===== src/rtl/button_conditioner.sv =====
// Button input stage: two-flop synchroniser, four-state debounce FSM, clean level plus press/release pulses.
// Define BTN_HOLD_EN to add a one-shot long-press `hold` pulse; otherwise hold_o is tied low.
module button_conditioner #(
  parameter int unsigned DEBOUNCE_CYCLES = 240000,
  parameter int unsigned HOLD_CYCLES     = 12000000,
  parameter int unsigned CNT_WIDTH       = 24
) (
  input  logic clk_i,
  input  logic rst_i,
  input  logic noisy_i,
  output logic level_o,
  output logic press_o,
  output logic release_o,
  output logic hold_o
);

  localparam logic [CNT_WIDTH-1:0] DB_LAST = CNT_WIDTH'(DEBOUNCE_CYCLES - 1);

  typedef enum logic [1:0] {
    S_RELEASED     = 2'd0,
    S_PRESS_WAIT   = 2'd1,
    S_PRESSED      = 2'd2,
    S_RELEASE_WAIT = 2'd3
  } state_e;

  state_e               state_q, state_d;
  logic                 s1_q, s2_q;
  logic [CNT_WIDTH-1:0] dcnt_q, dcnt_d;
  logic                 level_q, level_d;
  logic                 press_q, press_d;
  logic                 release_q, release_d;

  // Synchroniser, FSM state and registered outputs
  always_ff @(posedge clk_i) begin
    if (rst_i) begin
      s1_q      <= 1'b0;
      s2_q      <= 1'b0;
      state_q   <= S_RELEASED;
      dcnt_q    <= '0;
      level_q   <= 1'b0;
      press_q   <= 1'b0;
      release_q <= 1'b0;
    end else begin
      s1_q      <= noisy_i;
      s2_q      <= s1_q;
      state_q   <= state_d;
      dcnt_q    <= dcnt_d;
      level_q   <= level_d;
      press_q   <= press_d;
      release_q <= release_d;
    end
  end

  // Next-state and output decode; the counter holds at its terminal value
  always_comb begin
    state_d   = state_q;
    dcnt_d    = dcnt_q;
    press_d   = 1'b0;
    release_d = 1'b0;
    case (state_q)
      S_RELEASED: begin
        if (s2_q) begin
          state_d = S_PRESS_WAIT;
          dcnt_d  = '0;
        end
      end
      S_PRESS_WAIT: begin
        if (!s2_q) begin
          state_d = S_RELEASED;
        end else if (dcnt_q == DB_LAST) begin
          state_d = S_PRESSED;
          press_d = 1'b1;
        end else begin
          dcnt_d = dcnt_q + CNT_WIDTH'(1);
        end
      end
      S_PRESSED: begin
        if (!s2_q) begin
          state_d = S_RELEASE_WAIT;
          dcnt_d  = '0;
        end
      end
      S_RELEASE_WAIT: begin
        if (s2_q) begin
          state_d = S_PRESSED;
        end else if (dcnt_q == DB_LAST) begin
          state_d   = S_RELEASED;
          release_d = 1'b1;
        end else begin
          dcnt_d = dcnt_q + CNT_WIDTH'(1);
        end
      end
      default: begin
        state_d = S_RELEASED;
        dcnt_d  = '0;
      end
    endcase
    level_d = (state_d == S_PRESSED) || (state_d == S_RELEASE_WAIT);
  end

  assign level_o   = level_q;
  assign press_o   = press_q;
  assign release_o = release_q;

`ifdef BTN_HOLD_EN
  localparam logic [CNT_WIDTH-1:0] HOLD_LAST = CNT_WIDTH'(HOLD_CYCLES - 1);

  logic [CNT_WIDTH-1:0] hcnt_q, hcnt_d;
  logic                 hdone_q, hdone_d;
  logic                 hold_q, hold_d;

  always_ff @(posedge clk_i) begin
    if (rst_i) begin
      hcnt_q  <= '0;
      hdone_q <= 1'b0;
      hold_q  <= 1'b0;
    end else begin
      hcnt_q  <= hcnt_d;
      hdone_q <= hdone_d;
      hold_q  <= hold_d;
    end
  end

  // Counts while the button is debounced-down; glitches in RELEASE_WAIT do not restart it
  always_comb begin
    hcnt_d  = hcnt_q;
    hdone_d = hdone_q;
    hold_d  = 1'b0;
    if ((state_q == S_PRESSED || state_q == S_RELEASE_WAIT) && !release_d) begin
      if (hcnt_q != HOLD_LAST) begin
        hcnt_d = hcnt_q + CNT_WIDTH'(1);
      end else if (!hdone_q) begin
        hold_d  = 1'b1;
        hdone_d = 1'b1;
      end
    end else begin
      hcnt_d  = '0;
      hdone_d = 1'b0;
    end
  end

  assign hold_o = hold_q;
`else
  logic unused_hold_cfg;
  assign unused_hold_cfg = ^32'(HOLD_CYCLES);
  assign hold_o          = 1'b0;
`endif

endmodule

===== config.mk =====
export PLATFORM = sky130hd
export DESIGN_NAME = button_conditioner
export DESIGN_NICKNAME = d
export VERILOG_FILES = /design/src/rtl/button_conditioner.sv
export SDC_FILE = /design/constraint.sdc
export NUM_CORES = 1
export LEC_CHECK = 0
export ABC_AREA = 1
export BUFFER_PORTS_ARGS = -buffer_cell sky130_fd_sc_hd__clkbuf_2
export CAP_MARGIN = 20
export CORE_MARGIN = 2
export CORE_UTILIZATION = 40
export DETAILED_ROUTE_END_ITERATION = 16
export PLACE_DENSITY_LB_ADDON = 0.08
export SYNTH_ARGS = -nofsm -noshare
export SYNTH_HDL_FRONTEND = slang
export SYNTH_SLANG_ARGS = --single-unit

===== constraint.sdc =====
create_clock -name clk_i -period 2 [get_ports clk_i]
set_clock_uncertainty 0.2 [all_clocks]
set_input_delay 0.6 -clock clk_i [delete_from_list [all_inputs] [get_ports clk_i]]
set_output_delay 0.6 -clock clk_i [all_outputs]
set_load 0.1 [all_outputs]

==> run_results.csv, run 1 <==
group,metric,value,unit
outcome,status,"finished clean",
detailed_routing,drt_iter0_markers,71,
yosys,async_reset_ff_share,0,%
sta,fin_crit_sh,91.2,%
floorplanning,core-area,4320,um^2
yosys,synth_most_common_cell,"nand2_1",
cts,worstSkewPairLatency,280,ps
final_layout,final_layout_size_suffix_gt1_share,12.1,%
sta,setup_viol,0,
critical_path,end_kind,"output port",
floorplanning,start_util,41.3,%
yosys,synth_compound_area_share,3.99,%
final_layout,layout.nets,309,
cts,cts_made_buffers,5,
sta,min_period,1820,ps
yosys,synth_top_family_by_area,"simple AND/OR/NAND/NOR gates",
cts,cts_root_buf,"clkbuf_8",
sta,fmax,0.548,GHz
yosys,yosys.area_share.xor_xnor,2.45,%
detailed_routing,drt-wirelength-per-cell,11.3,um
floorplanning,die_h,70.8,um
critical_path,path_class,"reg -> out",
cts,path_clk_slew,70,ps
yosys,yosysSeqAreaShare,33.6,%
cts,cts_hold_buf,0,
critical_path,critPathTopFamily,"buffers and inverters",
placement,placed_area,1880,um^2
global_routing,grt_max_degree,15,
global_routing,grt_pass1_vias,1557,
sta,holdWs,202,ps
detailed_routing,drc,0,
hold_path,holdCritPathClass,"reg -> reg",
yosys,synth_edf_count,0,
placement,place_hpwl,3120,um
yosys,syn_inst,293,
cts,cts.sinks,30,
final_layout,area_growth,12.0,%
critical_path,slowest_stage,"clkbuf_2",
floorplanning,ioPinCount,7,
critical_path,path_buf_inv,1,
detailed_routing,drt_wl_total,4060,um
global_routing,grt-ovfl-total,0,
sta,final_hold_viol_count,0,
critical_path,worst-path-max-fanout,1,
sta,tightest_slew,536,ps
detailed_routing,first_pass_iters,5,
critical_path,slowest_delay,440,ps
yosys,yosysTopAreaCell,"dfxtp_1",
placement,routabilityCongestion,0.887,
floorplanning,num_rows,24,
yosys,synth_fp_nets,297,
yosys,yosys_warnings,0,
critical_path,cp_data_arrival_time,1020,ps
sta,slew_headroom,64.4,%
final_layout,antenna_cells,0,
cts,clock_path_buffers,2,
final_layout,final_area,2000,um^2
cts,htree_levels,2,
detailed_routing,num_vias,1679,
floorplanning,die_w,70.8,um
pwr,p_per_area,616,nW/um^2
critical_path,start_kind,"flop",
yosys,synth.area.mux_share,0,%
global_routing,grt_pass1_wl,7190,um
yosys,synth.top_cell.area_share,33.6,%
pwr,total_power,1.23,mW
yosys,yosys.area_share.adder,0.701,%
detailed_routing,via_per_inst,4.69,
yosys,synth_area,1790,um^2
yosys,synth.avg_cell_area,6.09,um^2
critical_path,cp.required,1200,ps
yosys,ys_ff_latch,30,
yosys,synthDistinctLibCells,28,
sta,fin_tns_setup,0,ps
yosys,ys_top_cells_by_count,"79 x nand2_1, 75 x nor2_1, 34 x inv_1, 30 x dfxtp_1, 19 x nand3_1",
pwr,p_leak,0.801,nW
pwr,peakVddDrop,0.308,mV
sta,slew_viol_final,0,
detailed_routing,ant_nets,0,
global_routing,grt_use_total,17.7,%
sta,rsz0062_at_grt,"no",
yosys,synth-main-ff-cell,"dfxtp_1",
yosys,synthTopCellsByArea,"dfxtp_1 34%, nand2_1 17%, nor2_1 16%",
critical_path,path_cells,"clkbuf_2",
placement,numPortBuffers,5,
cts,cts_tree,"yes",
yosys,yosys.area_share.simple,48.1,%
flow_run,max_cap_violations,0,
global_routing,antenna_found_initial,0,
floorplanning,dieArea,5010,um^2
per-layer routing:
metal	global-route usage (%)	wire, um	up-vias
met3	3.13	158	4
li1	-	-	927
met5	0	0	-
met4	5.66	41	0
met1	24.4	2060	713
met2	28.1	1800	35
logic make-up after synthesis:
logic type | count (synthesis)
xor gates and xnor gates | 5
adders and majority gates | 1
AOI/OAI and AO/OA | 12
and+or+nand+nor | 199
DFF | 30
other | 1
buffers and inverters | 45
cells in the final DEF (no fill, tap or decap):
| cell | Yosys | final |
|---|---|---|
| buf_4 | 2 | 9 |
| nand3b_1 | 4 | 4 |
| a21oi_2 | 1 | 1 |
| clkinv_1 | 1 | 1 |
| nor2_2 | 1 | 2 |
| dfxtp_1 | 30 | 27 |
| a21oi_1 | 9 | 9 |
| nand2_1 | 79 | 79 |
| inv_1 | 34 | 34 |
| xor2_1 | 5 | 5 |
| nand2_2 | 1 | 1 |
| nor2_1 | 75 | 74 |
| nand3_1 | 19 | 19 |
| clkbuf_2 | 0 | 4 |
| and3_1 | 1 | 1 |
| or2_2 | 1 | 1 |
| o21ai_0 | 1 | 1 |
| dfxtp_2 | 0 | 3 |
| nand4_1 | 9 | 9 |
| clkbuf_8 | 0 | 8 |
| ha_1 | 1 | 1 |
| conb_1 | 1 | 1 |
| inv_2 | 2 | 2 |
| a211oi_2 | 1 | 1 |
| nor4_2 | 2 | 2 |
| nand3_2 | 2 | 2 |
| nor3_1 | 4 | 4 |
| nor3_2 | 1 | 1 |
per-stage QoR:
stage          instances  utilization (%)  setup slack, ps
5_1_grt              358             46.2             1.24
2_1_floorplan        293                -              215
6_report             358             46.2              176
4_1_cts              358             46.1              135
3_5_place_dp         350             43.6              147
3_3_place_gp         350             43.6              183
layout make-up:
class,count,area [um^2]
Tap cell,52,65.1
Multi-Input combinational cell,218,993
Sequential cell,30,604
Fill cell,471,2320
Timing Repair Buffer,13,87.6
Inverter,37,139
Clock buffer,8,110
where the power goes:
part | switching, mW | total [mW] | internal [mW]
logic | 0.0373 | 0.0498 | 0.0125
registers | 0.00377 | 0.605 | 0.601
clock network | 0.229 | 0.577 | 0.347
total | 0.270 | 1.23 | 0.961
worst paths after layout:
kind / start / endpoint / slack (ps) / cells past startpoint
worst min-delay path: s1_q / s2_q / 200 / 2
worst max register to register: dcnt_q[1] / dcnt_q[1] / 200 / 9
worst min register to register: s1_q / s2_q / 200 / 2
worst max-delay path: press_o / press_o / 180 / 1
state kept, by name (all words and copies together), names as in the netlist:
name / cells
press_o: 1
level_o: 1
s2_q: 1
release_o: 1
state_q: 1
dcnt_q: 24
s1_q: 1
tightest hold or removal path: stages (launching register included):
cell and delay, ps:
dfxtp_1 300, inv_1 40, nor2_1 30
what timing repair did:
item	4_1_cts	5_1_grt
buffers inserted	0	0
resized for setup	0	3
setup endpoints to repair	0	17
endpoints found under the hold margin	0	0
(Power assumes the default switching activity.)
==> run 2, diff against run 1 <==
- CORE_UTILIZATION: 40 -> 45
- SETUP_SLACK_MARGIN: default -> 0.3
==> run 2 against run 1 <==
Sequential power is 1% lower. First-iteration DRC count grew 90%. Wire length grew 7.5%. Design area rose by 11%. Total power increased by 16%. Critical path type is now reg -> reg. Highest routed layer unchanged.
==> run_results.csv, run 2 (synthesis results as in run 1) <==
group,metric,value,unit
outcome,status,"finished clean",
final_layout,final_layout_size_suffix_gt1_share,24.5,%
final_layout,layout.nets,313,
hold_path,hold_end,"s2_q",
final_layout,mostFrequentLayoutCells,"73 x nand2_1, 68 x nor2_1, 29 x inv_1",
critical_path,worstReg2RegEnd,"dcnt_q[18]",
pwr,p_leak,0.874,nW
final_layout,antenna_cells,0,
pwr,seqPwrFrac,41.9,%
detailed_routing,drt_iter0_markers,135,
sta,slew_viol_final,0,
sta,holdWs,217,ps
global_routing,grt_max_degree,20,
placement,place_hpwl,3040,um
pwr,p_int,1.14,mW
sta,min_period,1690,ps
sta,final_hold_viol_count,0,
floorplanning,ioPinCount,7,
cts,cts_hold_buf,0,
global_routing,grt-ovfl-total,0,
cts,cts_root_buf,"clkbuf_8",
critical_path,r2r_slack,310,ps
floorplanning,die_h,67.0,um
final_layout,area_growth,24.7,%
cts,clock_path_buffers,2,
critical_path,end_kind,"flop",
sta,setup_viol,0,
critical_path,cp.required,1980,ps
final_layout,largest-register,"dcnt_q",
hold_path,holdCritPathClass,"reg -> reg",
global_routing,grt_pass1_vias,1606,
critical_path,cp_data_arrival_time,1670,ps
placement,routabilityCongestion,0.918,
sta,rsz0062_at_grt,"yes",
detailed_routing,drc,0,
global_routing,grt_pass1_wl,7230,um
critical_path,worst-path-max-fanout,5,
hold_path,worstHoldStart,"s1_q",
floorplanning,start_util,47.7,%
final_layout,largest_register_ffs,24,
pwr,p_sw_share,20.0,%
cts,cts_tree,"yes",
placement,numPortBuffers,5,
detailed_routing,ant_nets,0,
cts,htree_levels,2,
final_layout,mostFrequentLayoutCell,"nand2_1",
pwr,peakVddDrop,0.353,mV
hold_path,holdPathStages,2,
critical_path,start_kind,"flop",
detailed_routing,drt_wl_total,4370,um
cts,cts_made_buffers,5,
detailed_routing,num_vias,1809,
pwr,pwr-share-comb,4.2,%
pwr,switchingPower,286,uW
detailed_routing,drt-wirelength-per-cell,12.2,um
sta,fin_crit_sh,84.6,%
floorplanning,die_w,67.0,um
critical_path,path_class,"reg -> reg",
detailed_routing,first_pass_iters,5,
flow_run,max_cap_violations,0,
floorplanning,core-area,3740,um^2
critical_path,r2r_cells,8,
detailed_routing,via_per_inst,5.05,
pwr,clkPwrFrac,53.9,%
sta,fmax,0.591,GHz
floorplanning,num_rows,22,
final_layout,n_fill_cell,375,
global_routing,antenna_found_initial,0,
critical_path,r2r_start,"dcnt_q[0]",
pwr,p_per_area,643,nW/um^2
global_routing,grt_use_total,21.6,%
sta,fin_tns_setup,0,ps
floorplanning,dieArea,4490,um^2
cts,worstSkewPairLatency,290,ps
cts,path_clk_slew,70,ps
cts,cts.sinks,30,
run 2: changes by cell type in the layout (fill, tap and decap cells not counted), moves of 4 or more:
cell     previous run  this run
nor2_1             74        68
inv_2               2         6
nand2_2             1         6
nand2_1            79        73
dfxtp_4             0         5
dfxtp_2             3        11
dfxtp_1            27        14
inv_1              34        29
run 2: per-stage QoR:
| step | util (%) | cells | instance area [um^2] | setup slack (ps) | power (mW) |
|---|---|---|---|---|---|
| finish | 59.5 | 358 | 2230 | 308 | 1.43 |
| global route | 59.5 | 358 | 2230 | 204 | 1.49 |
| CTS | 57.1 | 356 | 2140 | 269 | 1.45 |
| detailed placement | 50.3 | 344 | 1880 | 165 | 0.670 |
| global placement | 50.3 | 344 | 1880 | 211 | 0.669 |
| floorplan | - | 293 | 1790 | 302 | 0.653 |
run 2: routing by layer:
layer | GRT usage, % | routed length [um] | vias to the layer above
met5 | 0 | 0 | -
met4 | 9.69 | 65 | 0
met3 | 5.07 | 184 | 9
met2 | 31.5 | 2000 | 47
met1 | 30.0 | 2120 | 808
li1 | - | - | 945
run 2: timing repair:
item,in CTS,in global routing
pin swaps,7,10
setup endpoints to repair,29,26
hold endpoints to repair,0,0
gates resized for setup,21,32
setup buffers,4,2
run 2: power groups by stage:
| stage | clock network [mW] | logic, mW | registers, mW |
|---|---|---|---|
| 4_1_cts | 0.793 | 0.0567 | 0.603 |
| 6_report | 0.772 | 0.0602 | 0.599 |
| 3_5_place_dp | 0 | 0.0531 | 0.617 |
| 5_1_grt | 0.820 | 0.0670 | 0.599 |
| 2_1_floorplan | 0 | 0.0375 | 0.616 |
| 3_3_place_gp | 0 | 0.0517 | 0.617 |
run 2: worst max path at each step:
stage               from         end  slack [ps]
2_1_floorplan  dcnt_q[0]  dcnt_q[15]         300
3_3_place_gp   dcnt_q[0]  dcnt_q[16]         210
3_5_place_dp   dcnt_q[0]   dcnt_q[0]         160
4_1_cts        dcnt_q[9]   dcnt_q[0]         270
5_1_grt        dcnt_q[0]   dcnt_q[0]         200
6_report       dcnt_q[0]  dcnt_q[18]         310
run 2: cell type report:
type	count	area [um^2]	share of cell area (%)
multi-input cells	218	1090	48.9
flip-flops and latches	30	633	28.4
repair buffers	17	159	7.14
inverters	37	143	6.41
clock buffers	6	82.6	3.71
clock inverters	2	60.1	2.70
well taps	48	60.1	2.70
run 2: critical path, stage by stage (launching register included):
cell	delay [ps]
dfxtp_4	390
ha_4	160
nand3_4	110
nor2_1	170
nand2_1	120
nor2_1	150
nand3_1	130
nor2_1	110
nor2_1	50
==> run 3, diff against run 2 <==
- clock period: 2 -> 1.7 ns (I/O delays scaled with it)
==> run 3 against run 2 <==
Hold slack worse by 9.9 ps. Final cell count rose by 8.4%. Setup slack lost 280 ps. Total power up 5.6%. Maximum frequency increased by 1.1%. First-iteration DRC count fell by 10%.
==> run_results.csv, run 3 (synthesis results as in run 1) <==
group,metric,value,unit
critical_path,slowest_delay,370,ps
detailed_routing,route.met3.wl,240,um
critical_path,slowest_stage,"dfxtp_4",
sta,setup_viol,0,
final_layout,mostFrequentLayoutCell,"nand2_1",
detailed_routing,drc,0,
detailed_routing,wl_met2,2250,um
detailed_routing,drt_wl_total,4860,um
hold_path,worstHoldStart,"noisy_i",
sta,slew_viol_final,0,
cts,path_clk_slew,70,ps
cts,cts_hold_buf,0,
sta,min_period,1670,ps
placement,place_hpwl,3370,um
detailed_routing,drt_iter0_markers,121,
outcome,status,"finished clean",
detailed_routing,ant_nets,0,
sta,fin_tns_setup,0,ps
floorplanning,num_rows,22,
cts,cts.sinks,30,
critical_path,path_class,"reg -> reg",
detailed_routing,num_vias,1907,
floorplanning,start_util,47.7,%
global_routing,grt_use_total,23.7,%
placement,dp_cells,371,
detailed_routing,met1Wirelength,2270,um
placement,numPortBuffers,5,
flow_run,max_cap_violations,0,
sta,fin_crit_sh,98.4,%
final_layout,area_growth,47.7,%
floorplanning,die_w,67.0,um
global_routing,grt_max_degree,17,
pwr,peakVddDrop,0.531,mV
final_layout,antenna_cells,0,
placement,routabilityCongestion,0.916,
critical_path,critPathMostFrequentCell,"nand2_1",
critical_path,r2r_cells,9,
critical_path,r2r_slack,30,ps
cts,worstSkewPairLatency,290,ps
cts,cts_root_buf,"clkbuf_8",
critical_path,critPathTopFamily,"simple AND/OR/NAND/NOR gates",
cts,cts_tree,"yes",
sta,fmax,0.598,GHz
critical_path,start_kind,"flop",
hold_path,hold_end,"s1_q",
global_routing,grt_pass1_wl,7870,um
global_routing,grt_pass1_vias,1745,
floorplanning,core-area,3740,um^2
cts,htree_levels,2,
global_routing,antenna_found_initial,0,
critical_path,cp.required,1690,ps
detailed_routing,first_pass_iters,4,
sta,final_hold_viol_count,0,
critical_path,worstReg2RegEnd,"dcnt_q[10]",
detailed_routing,via_per_inst,4.91,
critical_path,r2r_start,"dcnt_q[0]",
global_routing,grt-ovfl-total,0,
pwr,p_per_area,573,nW/um^2
hold_path,holdCritPathClass,"in -> reg",
critical_path,end_kind,"flop",
critical_path,worst-path-max-fanout,8,
floorplanning,ioPinCount,7,
critical_path,cp_data_arrival_time,1660,ps
final_layout,layout.nets,343,
critical_path,path_buf_inv,1,
floorplanning,dieArea,4490,um^2
cts,cts_made_buffers,5,
hold_path,holdPathStages,3,
final_layout,mostFrequentLayoutCells,"68 x nand2_1, 60 x nor2_1, 34 x buf_4",
final_layout,final_layout_size_suffix_gt1_share,37.4,%
final_layout,largest_register_ffs,24,
floorplanning,die_h,67.0,um
sta,rsz0062_at_grt,"yes",
detailed_routing,top_layer_used,"met4",
final_layout,largest-register,"dcnt_q",
critical_path,path_cells,"ha_4 -> nand3_4 -> nor3_4 -> nand2_4 -> buf_12 -> nand3b_1 -> nand2_1 -> nand2_1 -> nor2_1",
final_layout,final_cells,388,
cts,clock_path_buffers,2,
detailed_routing,drt-wirelength-per-cell,12.5,um
pwr,p_leak,1.07,nW
[run 3: changes by cell type in the layout (fill, tap and decap cells not counted), moves of 3 or more]
cell,before,now
buf_4,10,34
nor2_1,68,60
nand3_1,16,9
nor2_2,5,12
nand2_1,73,68
buf_12,1,5
buf_6,1,5
nand3_4,1,5
clkbuf_8,8,5
nand2_2,6,9
nand3_2,4,7
[run 3: final cells by class]
| type | count | area, um^2 |
|---|---|---|
| clock buffer | 5 | 68.8 |
| clock inverter | 3 | 40.0 |
| fill | 323 | 1110 |
| inverter | 37 | 154 |
| multi-input combinational | 218 | 1240 |
| sequential | 30 | 638 |
| tap | 48 | 60.1 |
| timing repair buffer | 47 | 437 |
[run 3: report_power, final]
| group | internal [mW] | leakage (nW) | switching (mW) |
|---|---|---|---|
| Combinational | 0.0306 | 0.761 | 0.0600 |
| Clock | 0.431 | 0.0579 | 0.289 |
| Sequential | 0.697 | 0.252 | 0.00424 |
| Total | 1.16 | 1.07 | 0.353 |
[run 3: per-stage QoR]
| step | util [%] | setup WS (ps) | area, um^2 | total power [mW] | hold WS, ps |
|---|---|---|---|---|---|
| 2_1_floorplan | - | 86.2 | 1900 | 0.777 | 188 |
| 3_3_place_gp | 59.2 | 14.8 | 2210 | 0.795 | 204 |
| 3_5_place_dp | 59.2 | -6.32 | 2210 | 0.796 | 202 |
| 4_1_cts | 66.0 | 78.5 | 2470 | 1.52 | 202 |
| 5_1_grt | 70.4 | -73.2 | 2640 | 1.56 | 232 |
| 6_report | 70.4 | 26.4 | 2640 | 1.51 | 207 |
[run 3: layer usage]
metal	track usage [%]	vias to the layer above
met5	0	-
met4	8.93	0
met3	6.08	8
met2	36.5	40
met1	31.7	853
li1	-	1006
[run 3: how the worst max path moves through the flow]
stage | startpoint | to | slack, ps | cells after the start
detailed placement | dcnt_q[0] | dcnt_q[23] | -6 | 8
global route | s2_q | dcnt_q[10] | -70 | 9
global placement | dcnt_q[0] | dcnt_q[23] | 10 | 8
floorplan | level_o | dcnt_q[15] | 90 | 8
CTS | dcnt_q[0] | dcnt_q[23] | 80 | 9
finish | dcnt_q[0] | dcnt_q[10] | 30 | 9
[run 3: worst reg2reg max path, stage by stage (launching register included)]
cell      delay [ps]
dfxtp_4          370
ha_4             150
nand3_4          110
nor3_4           160
nand2_4          120
buf_12           170
nand3b_1         120
nand2_1           70
nand2_1           60
nor2_1            40
[run 3: timing repair]
action                                  in CTS  in global routing
pin swaps                                   15                 16
endpoints found under the setup margin      31                 31
gates resized for setup                     34                 39
buffers inserted                             5                  4
